### src/rtl/ram_master_pkg.sv
// ram_master_pkg: shared FSM state type and default sizing for ram_master.
package ram_master_pkg;
  typedef enum logic [2:0] {IDLE, WR, RD_ISSUE, RD_WAIT, RD_HOLD} state_e;
  localparam int ADDR_WIDTH_DEF = 10;
  localparam int DATA_WIDTH_DEF = 16;
  localparam int LEN_WIDTH_DEF = 4;
  localparam int RD_LAT_MIN = 1;
  localparam int RD_LAT_MAX = 4;
endpackage

### src/rtl/ram_master_if.sv
// ram_master_if: host request/stream channels plus RAM pin bundle of ram_master.
interface ram_master_if import ram_master_pkg::*; #(
  parameter int ADDR_WIDTH = ADDR_WIDTH_DEF,
  parameter int DATA_WIDTH = DATA_WIDTH_DEF,
  parameter int LEN_WIDTH = LEN_WIDTH_DEF
);
  logic req_valid, req_ready, req_wr;
  logic [ADDR_WIDTH-1:0] req_addr;
  logic [LEN_WIDTH-1:0] req_len;
  logic wd_valid, wd_ready;
  logic [DATA_WIDTH-1:0] wd_data;
  logic rd_valid, rd_ready, rd_last;
  logic [DATA_WIDTH-1:0] rd_data;
  logic busy, done, err_flag;
  logic [ADDR_WIDTH-1:0] err_addr;
  logic ram_we;
  logic [ADDR_WIDTH-1:0] ram_address;
  logic [DATA_WIDTH-1:0] ram_dataIn, ram_dataOut;
  modport master (
    input req_valid, req_wr, req_addr, req_len, wd_valid, wd_data, rd_ready, ram_dataOut,
    output req_ready, wd_ready, rd_valid, rd_data, rd_last, busy, done, err_flag, err_addr,
           ram_we, ram_address, ram_dataIn
  );
  modport slave (
    output req_valid, req_wr, req_addr, req_len, wd_valid, wd_data, rd_ready, ram_dataOut,
    input req_ready, wd_ready, rd_valid, rd_data, rd_last, busy, done, err_flag, err_addr,
          ram_we, ram_address, ram_dataIn
  );
endinterface

### src/rtl/ram_addr_gen.sv
// ram_addr_gen: burst address generator with wrapping address and remaining-beat count.
module ram_addr_gen #(
  parameter int AW = 10,
  parameter int LW = 4
) (
  input  logic          clk,
  input  logic          rst_n,
  input  logic          load_i,
  input  logic          step_i,
  input  logic [AW-1:0] start_i,
  input  logic [LW-1:0] len_i,
  output logic [AW-1:0] addr_o,
  output logic [AW-1:0] addr_nxt_o,
  output logic          last_o
);
  logic [AW-1:0] addr_q, addr_d;
  logic [LW-1:0] rem_q, rem_d;
  assign addr_nxt_o = addr_q + 1'b1;
  assign addr_o = addr_q;
  assign last_o = rem_q == '0;
  always_comb begin
    addr_d = load_i ? start_i : step_i ? addr_nxt_o : addr_q;
    rem_d = load_i ? len_i : step_i ? rem_q - 1'b1 : rem_q;
  end
  always_ff @(posedge clk or negedge rst_n) begin
    if (!rst_n) begin
      addr_q <= '0;
      rem_q <= '0;
    end else begin
      addr_q <= addr_d;
      rem_q <= rem_d;
    end
  end
endmodule

### src/rtl/ram_master.sv
// ram_master: burst read/write initiator driving a single-port synchronous RAM with registered pins.
// Define RAM_MASTER_WR_VERIFY_EN to read back and compare every written word.
module ram_master import ram_master_pkg::*; #(
  parameter int ADDR_WIDTH = ADDR_WIDTH_DEF,
  parameter int DATA_WIDTH = DATA_WIDTH_DEF,
  parameter int LEN_WIDTH = LEN_WIDTH_DEF,
  parameter int RD_LAT = RD_LAT_MIN
) (
  input logic          clk,
  input logic          rst_n,
  ram_master_if.master bus
);
`ifdef RAM_MASTER_WR_VERIFY_EN
  localparam bit VERIFY = 1'b1;
`else
  localparam bit VERIFY = 1'b0;
`endif
  state_e state_q, state_d;
  logic [2:0] cnt_q, cnt_d;
  logic vfy_q, vfy_d;
  logic ram_we_q, ram_we_d;
  logic [ADDR_WIDTH-1:0] ram_addr_q, ram_addr_d, err_addr_q, err_addr_d;
  logic [DATA_WIDTH-1:0] ram_din_q, ram_din_d, rd_data_q, rd_data_d;
  logic rd_valid_q, rd_valid_d, rd_last_q, rd_last_d, done_q, done_d, err_flag_q, err_flag_d;
  logic load, step, last, mismatch;
  logic [ADDR_WIDTH-1:0] addr, addr_nxt;
  assign load = state_q == IDLE && bus.req_valid;
  assign mismatch = bus.ram_dataOut != ram_din_q;
  ram_addr_gen #(.AW(ADDR_WIDTH), .LW(LEN_WIDTH)) u_addr_gen (
    .clk(clk), .rst_n(rst_n), .load_i(load), .step_i(step),
    .start_i(bus.req_addr), .len_i(bus.req_len),
    .addr_o(addr), .addr_nxt_o(addr_nxt), .last_o(last)
  );
  always_comb begin
    state_d = state_q;
    cnt_d = cnt_q;
    vfy_d = vfy_q;
    ram_we_d = 1'b0;
    ram_addr_d = ram_addr_q;
    ram_din_d = ram_din_q;
    rd_data_d = rd_data_q;
    rd_valid_d = rd_valid_q;
    rd_last_d = rd_last_q;
    done_d = 1'b0;
    err_flag_d = err_flag_q;
    err_addr_d = err_addr_q;
    step = 1'b0;
    case (state_q)
      IDLE: if (bus.req_valid) begin
        state_d = bus.req_wr ? WR : RD_ISSUE;
        vfy_d = VERIFY & bus.req_wr;
        ram_addr_d = bus.req_addr;
      end
      WR: if (bus.wd_valid) begin
        ram_we_d = 1'b1;
        ram_addr_d = addr;
        ram_din_d = bus.wd_data;
        step = !vfy_q;
        state_d = vfy_q ? RD_ISSUE : last ? IDLE : WR;
        done_d = !vfy_q && last;
      end
      RD_ISSUE: begin
        state_d = RD_WAIT;
        cnt_d = 3'(RD_LAT - 1);
      end
      RD_WAIT: if (cnt_q != '0) begin
        cnt_d = cnt_q - 3'd1;
      end else if (vfy_q) begin
        // read-back of the word just written: first mismatch address is kept
        step = 1'b1;
        state_d = last ? IDLE : WR;
        done_d = last;
        err_flag_d = err_flag_q | mismatch;
        err_addr_d = !err_flag_q && mismatch ? ram_addr_q : err_addr_q;
      end else begin
        rd_data_d = bus.ram_dataOut;
        rd_valid_d = 1'b1;
        rd_last_d = last;
        state_d = RD_HOLD;
      end
      RD_HOLD: if (bus.rd_ready) begin
        rd_valid_d = 1'b0;
        rd_last_d = 1'b0;
        step = 1'b1;
        state_d = last ? IDLE : RD_ISSUE;
        done_d = last;
        ram_addr_d = addr_nxt;
      end
      default: state_d = IDLE;
    endcase
  end
  always_ff @(posedge clk or negedge rst_n) begin
    if (!rst_n) begin
      state_q <= IDLE;
      cnt_q <= '0;
      vfy_q <= 1'b0;
      ram_we_q <= 1'b0;
      ram_addr_q <= '0;
      ram_din_q <= '0;
      rd_data_q <= '0;
      rd_valid_q <= 1'b0;
      rd_last_q <= 1'b0;
      done_q <= 1'b0;
      err_flag_q <= 1'b0;
      err_addr_q <= '0;
    end else begin
      state_q <= state_d;
      cnt_q <= cnt_d;
      vfy_q <= vfy_d;
      ram_we_q <= ram_we_d;
      ram_addr_q <= ram_addr_d;
      ram_din_q <= ram_din_d;
      rd_data_q <= rd_data_d;
      rd_valid_q <= rd_valid_d;
      rd_last_q <= rd_last_d;
      done_q <= done_d;
      err_flag_q <= err_flag_d;
      err_addr_q <= err_addr_d;
    end
  end
  assign bus.req_ready = state_q == IDLE;
  assign bus.wd_ready = state_q == WR;
  assign bus.busy = state_q != IDLE;
  assign bus.done = done_q;
  assign bus.rd_valid = rd_valid_q;
  assign bus.rd_last = rd_last_q;
  assign bus.rd_data = rd_data_q;
  assign bus.err_flag = err_flag_q;
  assign bus.err_addr = err_addr_q;
  assign bus.ram_we = ram_we_q;
  assign bus.ram_address = ram_addr_q;
  assign bus.ram_dataIn = ram_din_q;
endmodule
### src/flat_wrapper.sv
// flat-port wrapper written by rule: the top's interface ports become plain ports
module ram_master_flat import ram_master_pkg::*;
#(
  parameter int ADDR_WIDTH = ADDR_WIDTH_DEF,
  parameter int DATA_WIDTH = DATA_WIDTH_DEF,
  parameter int LEN_WIDTH = LEN_WIDTH_DEF,
  parameter int RD_LAT = RD_LAT_MIN
)
  (clk, rst_n, bus_req_valid, bus_req_wr, bus_req_addr, bus_req_len, bus_wd_valid, bus_wd_data, bus_rd_ready, bus_ram_dataOut, bus_req_ready, bus_wd_ready, bus_rd_valid, bus_rd_data, bus_rd_last, bus_busy, bus_done, bus_err_flag, bus_err_addr, bus_ram_we, bus_ram_address, bus_ram_dataIn);
  ram_master_if #(.ADDR_WIDTH(ADDR_WIDTH), .DATA_WIDTH(DATA_WIDTH), .LEN_WIDTH(LEN_WIDTH)) bus_i ();
  input logic clk;
  input logic rst_n;
  input wire logic [$bits(bus_i.req_valid)-1:0] bus_req_valid;
  input wire logic [$bits(bus_i.req_wr)-1:0] bus_req_wr;
  input wire logic [$bits(bus_i.req_addr)-1:0] bus_req_addr;
  input wire logic [$bits(bus_i.req_len)-1:0] bus_req_len;
  input wire logic [$bits(bus_i.wd_valid)-1:0] bus_wd_valid;
  input wire logic [$bits(bus_i.wd_data)-1:0] bus_wd_data;
  input wire logic [$bits(bus_i.rd_ready)-1:0] bus_rd_ready;
  input wire logic [$bits(bus_i.ram_dataOut)-1:0] bus_ram_dataOut;
  output wire logic [$bits(bus_i.req_ready)-1:0] bus_req_ready;
  output wire logic [$bits(bus_i.wd_ready)-1:0] bus_wd_ready;
  output wire logic [$bits(bus_i.rd_valid)-1:0] bus_rd_valid;
  output wire logic [$bits(bus_i.rd_data)-1:0] bus_rd_data;
  output wire logic [$bits(bus_i.rd_last)-1:0] bus_rd_last;
  output wire logic [$bits(bus_i.busy)-1:0] bus_busy;
  output wire logic [$bits(bus_i.done)-1:0] bus_done;
  output wire logic [$bits(bus_i.err_flag)-1:0] bus_err_flag;
  output wire logic [$bits(bus_i.err_addr)-1:0] bus_err_addr;
  output wire logic [$bits(bus_i.ram_we)-1:0] bus_ram_we;
  output wire logic [$bits(bus_i.ram_address)-1:0] bus_ram_address;
  output wire logic [$bits(bus_i.ram_dataIn)-1:0] bus_ram_dataIn;
  assign bus_i.req_valid = bus_req_valid;
  assign bus_i.req_wr = bus_req_wr;
  assign bus_i.req_addr = bus_req_addr;
  assign bus_i.req_len = bus_req_len;
  assign bus_i.wd_valid = bus_wd_valid;
  assign bus_i.wd_data = bus_wd_data;
  assign bus_i.rd_ready = bus_rd_ready;
  assign bus_i.ram_dataOut = bus_ram_dataOut;
  assign bus_req_ready = bus_i.req_ready;
  assign bus_wd_ready = bus_i.wd_ready;
  assign bus_rd_valid = bus_i.rd_valid;
  assign bus_rd_data = bus_i.rd_data;
  assign bus_rd_last = bus_i.rd_last;
  assign bus_busy = bus_i.busy;
  assign bus_done = bus_i.done;
  assign bus_err_flag = bus_i.err_flag;
  assign bus_err_addr = bus_i.err_addr;
  assign bus_ram_we = bus_i.ram_we;
  assign bus_ram_address = bus_i.ram_address;
  assign bus_ram_dataIn = bus_i.ram_dataIn;
  ram_master #(.ADDR_WIDTH(ADDR_WIDTH), .DATA_WIDTH(DATA_WIDTH), .LEN_WIDTH(LEN_WIDTH), .RD_LAT(RD_LAT)) u_core (.clk(clk), .rst_n(rst_n), .bus(bus_i));
endmodule
### config.mk
export PLATFORM = sky130hd
export DESIGN_NAME = ram_master_flat
export DESIGN_NICKNAME = d
export VERILOG_FILES = /design/src/rtl/ram_master_pkg.sv /design/src/rtl/ram_master_if.sv /design/src/rtl/ram_addr_gen.sv /design/src/rtl/ram_master.sv /design/src/flat_wrapper.sv
export SDC_FILE = /design/constraint.sdc
export NUM_CORES = 1
export LEC_CHECK = 0
export ABC_AREA = 1
export BUFFER_PORTS_ARGS = -buffer_cell sky130_fd_sc_hd__buf_2
export CAP_MARGIN = 20
export CORE_MARGIN = 10
export CORE_UTILIZATION = 52
export DETAILED_ROUTE_END_ITERATION = 6
export PLACE_DENSITY = 0.85
export SYNTH_ARGS = -nofsm -noshare
export SYNTH_HDL_FRONTEND = slang
export SYNTH_SLANG_ARGS = --single-unit
### constraint.sdc
create_clock -name clk -period 4 [get_ports clk]
set_clock_uncertainty 0.05 [all_clocks]
set_input_delay 0.8 -clock clk [delete_from_list [all_inputs] [get_ports clk]]
set_output_delay 0.8 -clock clk [all_outputs]
set_load 0.005 [all_outputs]
==> out/results.txt <==
CTS Buffer Depth: 2
RSZ-0062 raised after global routing: no
GRT Util Overall: 18.2%
DR vias: 3157
clock-pin slew on the worst setup and hold paths: 0.07 ns
Post-Place Setup Slack: 1.70 ns
Tmin final: 2.22 ns
Min-Delay Path Class: in2async
first-pass GRT wire length: 14.9 mm
drt via density: 5.07
input/output buffers: 100
Metal-1 WL: 3.73 mm
Worst-Skew Late Latency: 0.34 ns
f_max: 450 MHz
P&R area growth vs syn: 21.6%
cts repair resizes: 0
outcome: finished, final reports clean
Worst-Margin Slew: 0.644 ns
synth unique cells: 28
vias in the first global route: 3191
Max-slew headroom: 57.0%
sequential fraction of the synthesis area: 49.4%
cts hold-fix bufs: 0
maximum capacitance violations: 0
Comb pwr share: 44.7%
synth top area cells: dfrtp_1 (49%), nand2_1 (21%), nand3_1 (6.6%)
Worst Path Arrival: 1.37 ns
initial antenna violation count: 0
Max Used Layer: met4
largest net degree at the start of global routing: 47
Avg Cell Area, Syn: 7.60 um^2
Final nets: 599
Hold Vio Cnt, Final: 0
H-tree depth: 3
LEAKAGE: 2.31 nW
Core Box Area: 0.00631 mm^2
Cells after Synth: 440
Synth area leader: dfrtp_1
Worst Setup End Kind: output pin
Register Area: 0.00165 mm^2
DIE HEIGHT: 100 um
setup violators final: 0
area occupied by multi-input gates: 0.00144 mm^2
TritonCTS clock tree: done
top-area cell type share of the netlist area: 49.4%
Crit Path Max Fanout: 5
metal2 WL: 4.31 mm
Sw Share: 41.9%
mapped cell area: 0.00334 mm^2
Tcrit/Tclk final: 55.6%
Critical Path RT: 3.15 ns
Pre-antenna DRT Iters: 5
FF-to-FF setup slack: 1.89 ns
peak supply drop: 0.000384 V
Fillers: 579
synthesized flop and latch total: 66
Routability Congestion: 0.936
Switch Pwr: 1.32 mW
Die Width: 100 um
fraction of layout cells with a size suffix above 1: 23.6%
Slew Viols, Final: 0
crit path kind: reg2out
CTS Sinks: 66
crit start category: flip-flop
internal power: 1.83 mW
Initial Util: 52.9%
commonest non-fill, non-tap cells in the layout: nand2_1 (189), buf_2 (100), dfrtp_1 (66)
WL/cell: 14.3 um
DR iter-0 viols: 187
post-route setup slack: 1.78 ns
TritonCTS Buffers: 9
power density cells: 773 mW/mm^2
Power Total: 3.14 mW
clock power share: 17.6%
Core Util, Final: 64.4%
ant diodes: 0
Die ar.: 0.0100 mm^2
total grt overflow: 0
# rows: 29
CTS Root Cell: clkbuf_8
IO Pins: 112
TNS Setup: 0 ns
Sequential Power Share: 37.7%
most common cell after layout, fill and taps aside: nand2_1
DRT antenna net count: 0
met3 WL: 773 um
post-CTS setup buffer count: 0
hpwl dp: 6.65 mm
total routed wirelength: 8.91 mm
Yosys warning count: 0
drt drc: 0
[worst paths after layout]
| path | from | endpoint | cells after the start |
|---|---|---|---|
| setup / recovery | u_core.state_q[2] | bus_wd_ready | 2 |
| setup reg to reg | u_core.cnt_q[0] | u_core.bus.rd_last | 7 |
| hold / removal | rst_n | u_core.bus.ram_address[8] | 1 |
| hold reg to reg | u_core.bus.rd_data[0] | u_core.bus.rd_data[0] | 2 |
| min in group clk | u_core.bus.rd_data[0] | u_core.bus.rd_data[0] | 2 |
| max in group asynchronous | rst_n | u_core.bus.ram_dataIn[0] | 3 |
[stage by stage]
stage	hold WS, ns	cells	area (um^2)
6_report	0.243	623	4070
2_1_floorplan	0.403	450	3380
5_1_grt	0.236	623	4070
3_3_place_gp	0.403	608	3850
3_5_place_dp	0.407	608	3850
4_1_cts	0.424	622	4050
[synth_stat cells]
cell type	number
clkbuf_1	2
buf_2	8
nand2_4	1
nand4_1	2
nand2_1	189
buf_4	12
buf_8	1
nor2_2	1
or2_0	1
clkinv_1	3
dfrtp_1	66
nand3b_1	1
inv_2	3
nor3_1	1
o21ai_0	17
o21ai_1	6
nand3_1	44
nor2_4	2
nand3_4	1
nand2_2	1
nand2_8	1
ha_1	4
a21oi_1	11
conb_1	1
o211ai_1	2
inv_1	29
nor2_1	28
xnor2_1	2
[cell families (layout without fill, tap and decap cells)]
family	after synthesis	count (layout)	share of synthesized area [%]
flops	66	66	49.4
other cells	1	11	0.112
compound gates	36	36	5.54
simple gates	273	273	34.4
fa+ha+maj	4	4	1.50
buf+inv	58	154	8.50
xor+xnor	2	2	0.524
[critical path: stages (launching register included)]
cell,delay [ns]
dfrtp_1,0.46
nor3_1,0.39
buf_2,0.19
[sequential cells by signal, indices dropped and copies added, names as in the netlist]
signal and flops:
u_core.bus.done 1, u_core.bus.ram_address 10, u_core.bus.ram_dataIn 16, u_core.bus.ram_we 1, u_core.bus.rd_data 16, u_core.bus.rd_last 1
u_core.bus.rd_valid 1, u_core.cnt_q 3, u_core.state_q 3, u_core.u_addr_gen.addr_o 10, u_core.u_addr_gen.rem_q 4
[layer usage]
metal,track usage (%),vias up
met5,0,-
met3,7.69,9
met4,6.41,0
met2,29.5,116
met1,21.0,1461
li1,-,1571
[area by class of cell]
cell class / count / share of cell area (%)
Sequential cell: 66 / 40.6
Multi-Input combinational cell: 326 / 35.5
Timing Repair Buffer: 105 / 13.5
Clock buffer: 11 / 3.72
Inverter: 35 / 3.23
Tap cell: 77 / 2.37
Clock inverter: 3 / 0.985
[power groups by stage]
stage	clock [mW]	combinational, mW	sequential, mW
2_1_floorplan	0	0.915	1.18
3_3_place_gp	0	1.36	1.18
3_5_place_dp	0	1.41	1.19
4_1_cts	0.563	1.42	1.18
5_1_grt	0.590	1.63	1.22
6_report	0.552	1.40	1.19
Power figures use the tool's default switching activity.
